File: config.mk
export PLATFORM = sky130hd
export DESIGN_NAME = imm_gen_pipe
export DESIGN_NICKNAME = d
export VERILOG_FILES = /design/src/rtl/imm_gen_pipe.sv
export SDC_FILE = /design/constraint.sdc
export NUM_CORES = 1
export LEC_CHECK = 0
export BUFFER_PORTS_ARGS = -buffer_cell sky130_fd_sc_hd__buf_4
export CAP_MARGIN = 20
export CORE_ASPECT_RATIO = 0.5
export CORE_MARGIN = 1
export CORE_UTILIZATION = 35
export CTS_BUF_LIST = sky130_fd_sc_hd__clkbuf_4 sky130_fd_sc_hd__clkbuf_8
export DETAILED_ROUTE_END_ITERATION = 7
export PLACE_DENSITY_LB_ADDON = 0.15
export SYNTH_ARGS = -nofsm -noshare
export SYNTH_HDL_FRONTEND = slang
export SYNTH_SLANG_ARGS = --single-unit
File: constraint.sdc
create_clock -name clk -period 1.7 [get_ports clk]
set_input_delay 0.17 -clock clk [delete_from_list [all_inputs] [get_ports clk]]
set_output_delay 0.17 -clock clk [all_outputs]
set_load 0.03 [all_outputs]
File: src/rtl/imm_gen_pipe.sv
// Pipelined immediate generator: extracts and extends the immediate for the
// selected format, then carries it through STAGES stall/flush-aware registers.
module imm_gen_pipe #(
  parameter int XLEN   = 32,
  parameter int STAGES = 1
) (
  input  logic            clk,
  input  logic            rst_n,
  input  logic [31:0]     instr_in,
  input  logic [2:0]      imm_sel_in,
  input  logic            valid_in,
  input  logic            stall,
  input  logic            flush,
  output logic [XLEN-1:0] imm_out,
  output logic [2:0]      imm_sel_out,
  output logic            valid_out,
  output logic            sel_err_out
);

  if (XLEN != 32 && XLEN != 64) begin : g_bad_xlen
    $fatal(1, "imm_gen_pipe: XLEN must be 32 or 64");
  end
  if (STAGES < 1 || STAGES > 4) begin : g_bad_stages
    $fatal(1, "imm_gen_pipe: STAGES must be in 1..4");
  end

  typedef enum logic [2:0] {
    SEL_I     = 3'b000,
    SEL_S     = 3'b001,
    SEL_B     = 3'b010,
    SEL_U     = 3'b011,
    SEL_J     = 3'b100,
    SEL_SHAMT = 3'b101,
    SEL_ZIMM  = 3'b110,
    SEL_BAD   = 3'b111
  } imm_sel_e;

  typedef struct packed {
    logic            valid;
    logic [2:0]      sel;
    logic            err;
    logic [XLEN-1:0] imm;
  } stage_t;

  logic [31:0]     imm32;
  logic [XLEN-1:0] ext_imm;
  logic            ext_err;
  stage_t          entry_d;
  stage_t          stage_q [STAGES];

  // Opcode bits never contribute to an immediate.
  logic unused_opcode;
  assign unused_opcode = ^instr_in[6:0];

  // Signed formats are first assembled as 32-bit values and then widened, so
  // the sign bit (always instr_in[31]) replicates across any XLEN.
  // NOTE: every signal written here gets a default first so no latch is inferred.
  always_comb begin
    imm32   = '0;
    ext_imm = '0;
    ext_err = 1'b0;
    unique case (imm_sel_e'(imm_sel_in))
      SEL_I: imm32 = {{20{instr_in[31]}}, instr_in[31:20]};
      SEL_S: imm32 = {{20{instr_in[31]}}, instr_in[31:25], instr_in[11:7]};
      SEL_B: imm32 = {{19{instr_in[31]}}, instr_in[31], instr_in[7],
                      instr_in[30:25], instr_in[11:8], 1'b0};
      SEL_U: imm32 = {instr_in[31:12], 12'b0};
      SEL_J: imm32 = {{11{instr_in[31]}}, instr_in[31], instr_in[19:12],
                      instr_in[20], instr_in[30:21], 1'b0};
      default: imm32 = '0;
    endcase

    unique case (imm_sel_e'(imm_sel_in))
      SEL_SHAMT: ext_imm = (XLEN == 32) ? XLEN'(instr_in[24:20])
                                        : XLEN'(instr_in[25:20]);
      SEL_ZIMM:  ext_imm = XLEN'(instr_in[19:15]);
      SEL_BAD:   ext_err = 1'b1;
      default:   ext_imm = XLEN'($signed(imm32));
    endcase
  end

  // A bubble carries all-zero fields so idle stages never show stale data.
  always_comb begin
    entry_d = '0;
    if (valid_in) begin
      entry_d.valid = 1'b1;
      entry_d.sel   = imm_sel_in;
      entry_d.err   = ext_err;
      entry_d.imm   = ext_imm;
    end
  end

  // NOTE: the stage array is few and narrow, so every entry is reset and
  // flushed explicitly; state updates use non-blocking assignments only.
  always_ff @(posedge clk or negedge rst_n) begin
    if (!rst_n) begin
      for (int i = 0; i < STAGES; i++) stage_q[i] <= '0;
    end else if (flush) begin
      for (int i = 0; i < STAGES; i++) stage_q[i] <= '0;
    end else if (!stall) begin
      stage_q[0] <= entry_d;
      for (int i = 1; i < STAGES; i++) stage_q[i] <= stage_q[i-1];
    end
  end

  assign imm_out     = stage_q[STAGES-1].imm;
  assign imm_sel_out = stage_q[STAGES-1].sel;
  assign valid_out   = stage_q[STAGES-1].valid;
  assign sel_err_out = stage_q[STAGES-1].err;

endmodule

==> results of run 1 <==
[timing repair]
action | CTS | global route
gates resized for setup | 0 | 0
endpoints found under the hold margin | 37 | 0
hold buffers | 1 | 0
[through the flow]
step	total power [mW]	hold slack [ns]	utilization, %	cells
6_report	1.87	0.112	52.7	284
5_1_grt	1.97	0.0955	52.7	284
4_1_cts	1.89	0.102	52.7	284
3_5_place_dp	1.25	0.160	50.5	276
3_3_place_gp	1.24	0.157	50.5	276
2_1_floorplan	1.09	-0.126	-	148
[kinds of logic after synthesis]
logic type | count (synthesis) | synth area share (%)
buf+inv | 20 | 5.55
compound gates | 58 | 28.4
flops | 37 | 54.7
simple gates | 32 | 10.7
fa+ha+maj | 1 | 0.592
[final cells by class]
class | count | share of cell area [%]
repair buffers | 75 | 24.3
flip-flops and latches | 37 | 38.9
well taps | 66 | 3.47
multi-input cells | 91 | 28.2
inverters | 8 | 1.26
clock buffers | 7 | 3.79
[registers in the layout, summed over array words and instances, names as in the netlist]
register,cells
imm_sel_out,3
sel_err_out,1
valid_out,1
imm_out,32
[placed cells by master, fill, tap and decap left out]
master | synthesis | routed
sky130_fd_sc_hd__and2b_2 | 1 | 1
sky130_fd_sc_hd__buf_12 | 0 | 1
sky130_fd_sc_hd__o21a_1 | 1 | 1
sky130_fd_sc_hd__buf_4 | 0 | 73
sky130_fd_sc_hd__nand3b_1 | 1 | 1
sky130_fd_sc_hd__o21ai_0 | 11 | 11
sky130_fd_sc_hd__nand2_1 | 17 | 17
sky130_fd_sc_hd__clkbuf_4 | 0 | 1
sky130_fd_sc_hd__nor2_1 | 3 | 3
sky130_fd_sc_hd__a21oi_1 | 6 | 6
sky130_fd_sc_hd__a21boi_0 | 1 | 1
sky130_fd_sc_hd__o221ai_1 | 4 | 4
sky130_fd_sc_hd__a221o_2 | 1 | 1
sky130_fd_sc_hd__maj3_1 | 1 | 1
sky130_fd_sc_hd__o31ai_1 | 1 | 1
sky130_fd_sc_hd__nor2b_1 | 4 | 4
sky130_fd_sc_hd__a22o_1 | 11 | 11
sky130_fd_sc_hd__nor3b_4 | 1 | 1
sky130_fd_sc_hd__a21oi_2 | 1 | 1
sky130_fd_sc_hd__dlygate4sd3_1 | 0 | 1
sky130_fd_sc_hd__nor3b_1 | 1 | 1
sky130_fd_sc_hd__a221o_1 | 18 | 18
sky130_fd_sc_hd__nand4_1 | 1 | 1
sky130_fd_sc_hd__dfrtp_1 | 37 | 37
sky130_fd_sc_hd__inv_1 | 8 | 8
sky130_fd_sc_hd__nor2_4 | 1 | 1
sky130_fd_sc_hd__or3b_1 | 1 | 1
sky130_fd_sc_hd__a31oi_1 | 1 | 1
sky130_fd_sc_hd__o211ai_1 | 1 | 1
sky130_fd_sc_hd__nor3b_2 | 1 | 1
sky130_fd_sc_hd__a2111oi_4 | 1 | 1
sky130_fd_sc_hd__clkbuf_8 | 0 | 6
[how the worst max path moves through the flow]
stage	startpoint	endpoint	slack [ns]	cells past startpoint
6_report	flush	imm_out[18]	0.43	5
5_1_grt	flush	imm_out[13]	0.38	5
4_1_cts	flush	imm_out[18]	0.43	5
3_5_place_dp	flush	imm_out[18]	0.13	5
3_3_place_gp	flush	imm_out[13]	0.17	5
2_1_floorplan	flush	imm_out[21]	0.40	6
[routing by layer]
metal	track usage (%)	part of all wire [%]	wire length, um	vias to the layer above
met5	0	0	0	-
met1	27.0	49	2140	720
met3	5.06	4.8	209	2
li1	-	-	-	702
met2	27.7	46	1980	39
met4	6.04	0.53	23	0
[power groups by stage]
stage	Clock (mW)	Combinational [mW]	Sequential (mW)
finish	0.638	0.307	0.923
global route	0.707	0.337	0.926
CTS	0.656	0.311	0.923
detailed placement	0	0.309	0.940
global placement	0	0.305	0.940
floorplan	0	0.0999	0.994
==> results.md, run 1 <==
- With fillers left out, the area of the finished cells amounts to 2380 um2.
- The most frequently used flop master after synthesis is sky130_fd_sc_hd__dfrtp_1.
- The post-route worst setup slack is 0.431 ns.
- The later pin in the worst-skew pair is clocked with a latency of 0.28 ns.
- Counting instances, the worst hold path has a depth of 2.
- The antenna cell count is 0.
- After clock tree synthesis, the clock-pin slew on the worst setup and hold paths is 0.07 ns.
- The mean instance size in the synthesized netlist is 11.4 um2.
- The routability-driven placement congestion ratio is 0.757.
- By area the synthesized netlist is led by sky130_fd_sc_hd__dfrtp_1 (55%), sky130_fd_sc_hd__a221o_1 (11%), sky130_fd_sc_hd__a22o_1 (5.7%).
- The worst setup path is captured at a flip-flop.
- Of the post-synthesis cell area, the dominant cell type holds 54.7%.
- The root buffer cell chosen for the clock tree is sky130_fd_sc_hd__clkbuf_8.
- The post-synthesis to final-layout area growth is 40.6%.
- The count of standard-cell rows is 17.
- The worst relative slew slack is 53.5%.
- The startpoint identified for the worst hold timing path is instr_in[26].
- Global routing consumed, over all layers together, 18.9% of the routing resources.
- The setup TNS after final layout is 0 ns.
- Yosys mapped a number of flops with a built-in enable equal to 0.
- The worst setup path is of the input port to flip-flop kind.
- By count the netlist is led by sky130_fd_sc_hd__dfrtp_1 (37), sky130_fd_sc_hd__a221o_1 (18), sky130_fd_sc_hd__nand2_1 (17).
- The maximum fanout encountered on the critical timing path is 8.
- The setup slack at placement is 0.135 ns.
- The net switching share of the total power is 26.5%.
- STA classifies the critical path startpoint as an input port.
- The internal power consumption is 1.37 mW.
- The floorplan step defined a core boundary enclosing 4510 um2.
- The class of the tightest hold or removal check is input port to flip-flop.
- The fraction of power consumed by combinational cells is 16.5%.
- At the pin with the least slew margin, the transition time is 0.698 ns.
- IR analysis of the VDD net gives a maximum drop of 0.000331 V.
- The count of yosys warnings during synthesis is 0.
- TritonCTS built the clock tree.
- The die span in y is 51.2 um.
- The net count of the mapped netlist is 188.
- The worst path uses 74.6% of the clock period.
- Traced cell by cell, the critical path runs through buf_4 > or3b_1 > buf_4 > a21oi_2 > a221o_1.
- The number of cells produced by synthesis is 148.
- The total CTS buffers is 5.
- In the final design database the tool counted 258 nets.
- Dividing total power by cell area gives a power density of 786 nW/um2.
- The fraction of power consumed by sequential logic is 49.4%.
- The footprint of the flip-flops and latches is 926 um2.
- The synthesized design spends more area on one cell type than any other, namely sky130_fd_sc_hd__dfrtp_1.
- By instance count, the leading cell after synthesis is sky130_fd_sc_hd__dfrtp_1.
- In the final layout, the multi-input gates occupy 672 um2.
- The leakage power is 1.20 nW.
- At the worst endpoint, the required time is 1.92 ns.
- In this run the critical register-to-register path is captured at imm_out[20].
- The initial antenna violation count is 0.
- The number of distinct library cell variants in the gate-level netlist after synthesis is 30.
- By instance count, the cell type seen most on the critical path is sky130_fd_sc_hd__buf_4.
- The number of clock sinks is 37.
- The switching power is 496 uW.
- The share of total power in the clock network is 34.1%.
- After detailed routing, the average wire length per cell comes to 15.3 um.
- The worst register-to-register path begins at imm_out[20].
- The slowest library cell on the worst path is sky130_fd_sc_hd__or3b_1.
- The placed instance area is 2280 um2.
- 77 I/O pins were placed.
- The remaining antenna violation count is 0.
- The routed via count divided by cell count is 5.15.
- Timing would allow up to 788 MHz.
- Buffers placed on the I/O ports in this run total 69.
- The final route contains 1463 vias.
- The initial utilization of the core area, before any placement, comes to 37.5%.
- Measured along the x axis, the die boundary spans 100 um.
- The post-CTS setup-driven buffer insertion count is 0.
- The number of global-route vias before repair is 1414.
- Synthesis inferred 37 register bits.
- The die footprint is 5130 um2.
- The count of final setup violators is 0.
- The flow ran to the end, and the final reports show no timing, DRC or antenna violations.
- Entering global routing, the biggest net connects 38 pins.
- The filler cell count in the final layout is 421.
- Max-cap violations in this run came to 0.
- The logic depth of the worst register-to-register path is 1.
- The final hold violation count is 0.
- The setup check on the worst reg-to-reg path leaves a slack of 0.85 ns.
- The first global-routing pass estimated 7.18 mm of wire.
- Counting along the longest clock path gives a buffer depth of 2.
- The count of unresolved DRC violations after routing is 0.
- Summing every instance area after synthesis gives 1690 um2.
- The shortest period the worst path allows is 1.27 ns.
- The top cell family by delay on the critical path is compound AO/OA/AOI/OAI gates.
- The max-slew violation count is 0.
- The total overflow left after global routing is 0.
- Detailed placement ended at an HPWL of 2.96 mm.
- The count of H-tree levels built during CTS is 2.
- The terminating pin of the worst hold path is imm_out[6].
- The final routed wirelength across all metal layers is 4.35 mm.
- The critical path data arrival time is 1.49 ns.
- The fraction of registers with async set or reset after synthesis is 100%.
- The proportion of layout cells with a drive suffix above 1 is 40.4%.
- Setup repair after global routing left no endpoint under its margin.
- The largest single stage delay on the critical path is 0.46 ns.
- For this run, the register share of the synthesized area comes to 54.7%.
- The DRC marker count from the first detailed-route iteration is 42.
- The number of detailed-route iterations in the first pass is 4.
- The combined buffer and inverter count along the critical path is 2.
- Between clock sinks in the finished design, the worst skew comes to 0 ns.
No activity file was read; power rests on OpenSTA's default activity.
==> run 2, diff against run 1 <==
--- a/config.mk
+++ b/config.mk
@@ -5,6 +5,7 @@
 export SDC_FILE = /design/constraint.sdc
 export NUM_CORES = 1
 export LEC_CHECK = 0
+export ABC_AREA = 1
 export BUFFER_PORTS_ARGS = -buffer_cell sky130_fd_sc_hd__buf_4
 export CAP_MARGIN = 20
 export CORE_ASPECT_RATIO = 0.5
==> constraint.sdc (replaced) <==
create_clock -name clk -period 1.2 [get_ports clk]
set_input_delay 0.12 -clock clk [delete_from_list [all_inputs] [get_ports clk]]
set_output_delay 0.12 -clock clk [all_outputs]
set_load 0.03 [all_outputs]
==> run 2 against run 1 <==
Effect of this change:
- synthesized cell count rose by 75%
- first-iteration DRC count rose by 130%
- wire length rose by 21%
- non-clock buffer count rose by 7
- synthesized area rose by 19%
- final cell count rose by 43%
- register-to-register slack got worse by 0.29 ns
- largest cell class is now multi-input combinational cells
- largest power group unchanged
==> results.md, run 2 <==
- The flow ran to the end, and the final reports show no timing, DRC or antenna violations.
- For this run, the slowest stage of the critical path takes 0.39 ns.
- The global-route wire length before repair is 9.06 mm.
- The number of gates given a new drive strength after cts is 0.
- The residual overflow from global routing is 0.
- For this configuration, the core starts out at a cell density of 36.5%.
- The worst register-to-register path begins at imm_sel_out[1].
- The fraction of registers with async set or reset after synthesis is 100%.
- The critical path goes through buf_4.
- In the routed design, unresolved DRC markers number 0.
- The maximum ir drop on the vdd rail is 0.000512 V.
- The clock latency on the worst-skew pair is 0.28 ns.
- For the final database, setup skew stands at 0 ns.
- Timing analysis after detailed placement gives a worst setup slack of 0.0261 ns.
- The maximum count of clock buffers along a single path is 2.
- The worst setup path is of the flip-flop to output port kind.
- TritonCTS built the clock tree.
- The die span in y is 55.5 um.
- CTS built an H-tree with a depth of 2.
- Along the worst path, the maximum fanout reaches 2.
- The net count of the mapped netlist is 299.
- The initial antenna violation count was 0.
- The shortest period the worst path allows is 0.966 ns.
- The final routed wirelength across all metal layers is 5.28 mm.
- The count of final setup violators is 0.
- After detailed routing, the average wire length per cell comes to 13.0 um.
- In the finished design, the share of the clock period the worst path needs comes to 80.5%.
- The startpoint identified for the worst hold timing path is instr_in[29].
- In this run the cell area measured after placement is 2630 um2.
- The count of boundary I/O pins is 77.
- The post-synthesis sequential area ratio is 46.1%.
- The worst relative slew slack is 69.3%.
- The critical path data arrival time is 0.85 ns.
- The max-slew violation count is 0.
- The count of buffers added on input and output ports is 69.
- Summing over every cut layer, the via total after detailed routing is 1935.
- The final hold violation count is 0.
- Entering global routing, the biggest net connects 38 pins.
- The analysis attributes to cell leakage a power of 1.58 nW.
- Once routing completed, OpenROAD measured the worst setup slack at 0.234 ns.
- The register with the most flip-flops in the layout has 32 of them.
- For this run, the post-layout net count is 373.
- The number of antenna diodes in the final layout is 0.
- In this run, distinct cell masters in the synthesized netlist total 19.
- The post-synthesis cell area is 2010 um2.
- Once detailed placement completed, the half-perimeter wirelength came to 3.92 mm.
- The max-cap violation count is 0.
- The most repeated cell in the gate-level netlist after synthesis is sky130_fd_sc_hd__nand2_1.
- Once detail routing completed, the nets flagged for antenna violations numbered 0.
- The most area-hungry cell type in the Yosys netlist is sky130_fd_sc_hd__dfrtp_1.
- The die footprint is 6060 um2.
- The post-synthesis sequential element count is 37.
- The number of clock sinks is 37.
- The initialized floorplan defines 19 standard-cell rows.
- The total CTS buffers is 5.
- Ranked by instance count, the synthesized netlist is headed by sky130_fd_sc_hd__nand2_1 (120), sky130_fd_sc_hd__dfrtp_1 (37), sky130_fd_sc_hd__nand3_1 (35).
- The top cell types in the final layout, fill and taps aside, are sky130_fd_sc_hd__nand2_1 (120), sky130_fd_sc_hd__buf_4 (78), sky130_fd_sc_hd__dfrtp_1 (37).
- The kind of end point of the critical path is an output port.
- The share of synthesized area in the top cell type comes to 46.1%.
- With fillers left out, the area of the finished cells amounts to 2760 um2.
- The total global routing track utilization is 19.2%.
- In the synthesized netlist, the number of instances is 259.
- In this run, synthesis inferred 0 flip-flops with an integrated enable.
- In this design, the largest share of critical-path delay is due to flip-flops.
- The routed via count divided by cell count is 4.75.
- In this run the number of cells on the critical path is 1.
- The count of cells along the worst hold path is 3.
- The pre-antenna-repair detailed-routing pass consisted of 4 iterations.
- The post-synthesis to final-layout area growth is 37.6%.
- The setup TNS after final layout is 0 ns.
- Measured along the x axis, the die boundary spans 109 um.
- Counting cells, the worst reg-to-reg path comes to 2.
- By area the synthesized netlist is led by sky130_fd_sc_hd__dfrtp_1 (46%), sky130_fd_sc_hd__nand2_1 (22%), sky130_fd_sc_hd__nand3_1 (8.7%).
- The most frequently used flop master after synthesis is sky130_fd_sc_hd__dfrtp_1.
- After layout, the design draws a total of 3.07 mW.
- In this run the worst hold path is classified as input port to flip-flop.
- The required time at the worst-slack endpoint is 1.08 ns.
- Based on the critical path, the design can be clocked at up to 1030 MHz.
- The DRC marker count from the first detailed-route iteration is 96.
- Setup repair after global routing left no endpoint under its margin.
- For this design, the slowest cell found on the critical path is sky130_fd_sc_hd__dfrtp_1.
- At the pin with the least slew margin, the transition time is 0.460 ns.
- In this run the worst setup path begins at imm_out[29].
- The proportion of layout cells with a drive suffix above 1 is 30.2%.
- After clock tree synthesis, the clock-pin slew on the worst setup and hold paths is 0.08 ns.
- The count of yosys warnings during synthesis is 0.
- The floorplan step defined a core boundary enclosing 5490 um2.
- The power density over the cells is 1110 nW/um2.
- The filler cell count in the final layout is 555.
- The type of origin of the critical path is a flip-flop.
- After clock tree synthesis, the setup repair step added 0 buffers.
- At the end of routability-driven placement, the weighted congestion stood at 0.826.
- Together, buffers and inverters on the worst path number 1.
- Each instance of the synthesized netlist takes up on average 7.75 um2.
- The library cell used most frequently in the layout, excluding fill and tap cells, is sky130_fd_sc_hd__nand2_1.
- The number of global-route vias before repair came to 1838.
- CTS placed an instance of sky130_fd_sc_hd__clkbuf_8 at the clock tree root.
-- run 2: changes by cell type in the layout (fill, tap and decap cells not counted), sizes merged, moves of 7 or more --
| cell | previous run | this run |
|---|---|---|
| a21oi | 7 | 0 |
| nand3 | 0 | 37 |
| a221o | 19 | 0 |
| nand2 | 17 | 122 |
| buf | 74 | 81 |
| nand4 | 1 | 22 |
| o21ai | 11 | 3 |
| a22o | 11 | 0 |
| nor2 | 4 | 12 |
-- run 2: per-layer routing --
metal	up-vias	global-route usage [%]	routed length (um)
met5	-	0	0
met4	0	5.02	0
met3	0	4.72	291
met2	51	26.4	2240
met1	889	29.7	2750
li1	995	-	-
-- run 2: worst paths after layout --
kind | to | slack (ns)
worst max-delay path | imm_out[29] | 0.23
worst min-delay path | imm_out[9] | 0.07
worst max register to register | imm_sel_out[1] | 0.56
worst min register to register | imm_out[31] | 0.48
max in group asynchronous | imm_out[1] | 0.55
min in group asynchronous | imm_out[29] | 0.33
-- run 2: cell families after synthesis --
family,count (synthesis),synth area share (%)
simple gates,193,45.3
buf+inv,25,7.48
compound gates,4,1.12
flops,37,46.1
-- run 2: power by group --
group / total, mW / switching, mW / internal [mW] / leakage, nW
clock network: 1.13 / 0.429 / 0.700 / 0.0619
logic: 0.620 / 0.377 / 0.243 / 1.02
registers: 1.32 / 0.0264 / 1.29 / 0.507
-- run 2: metrics by stage --
step	std cells	util [%]	hold WS, ns
floorplan	259	-	-0.176
global placement	398	47.9	0.0998
detailed placement	398	47.9	0.113
CTS	407	50.3	0.0639
global route	407	50.3	0.0692
finish	407	50.3	0.0736
-- run 2: what timing repair did --
action,in CTS,in global routing
endpoints found under the setup margin,0,0
hold buffers,1,0
endpoints found under the hold margin,37,0
-- run 2: cell type report --
class,instances,area (um2),share of cell area (%)
Clock inverter,1,30.0,1.09
Timing Repair Buffer,82,656,23.7
Inverter,10,37.5,1.36
Multi-Input combinational cell,197,931,33.7
Clock buffer,7,90.1,3.26
Tap cell,73,91.3,3.31
Sequential cell,37,926,33.5
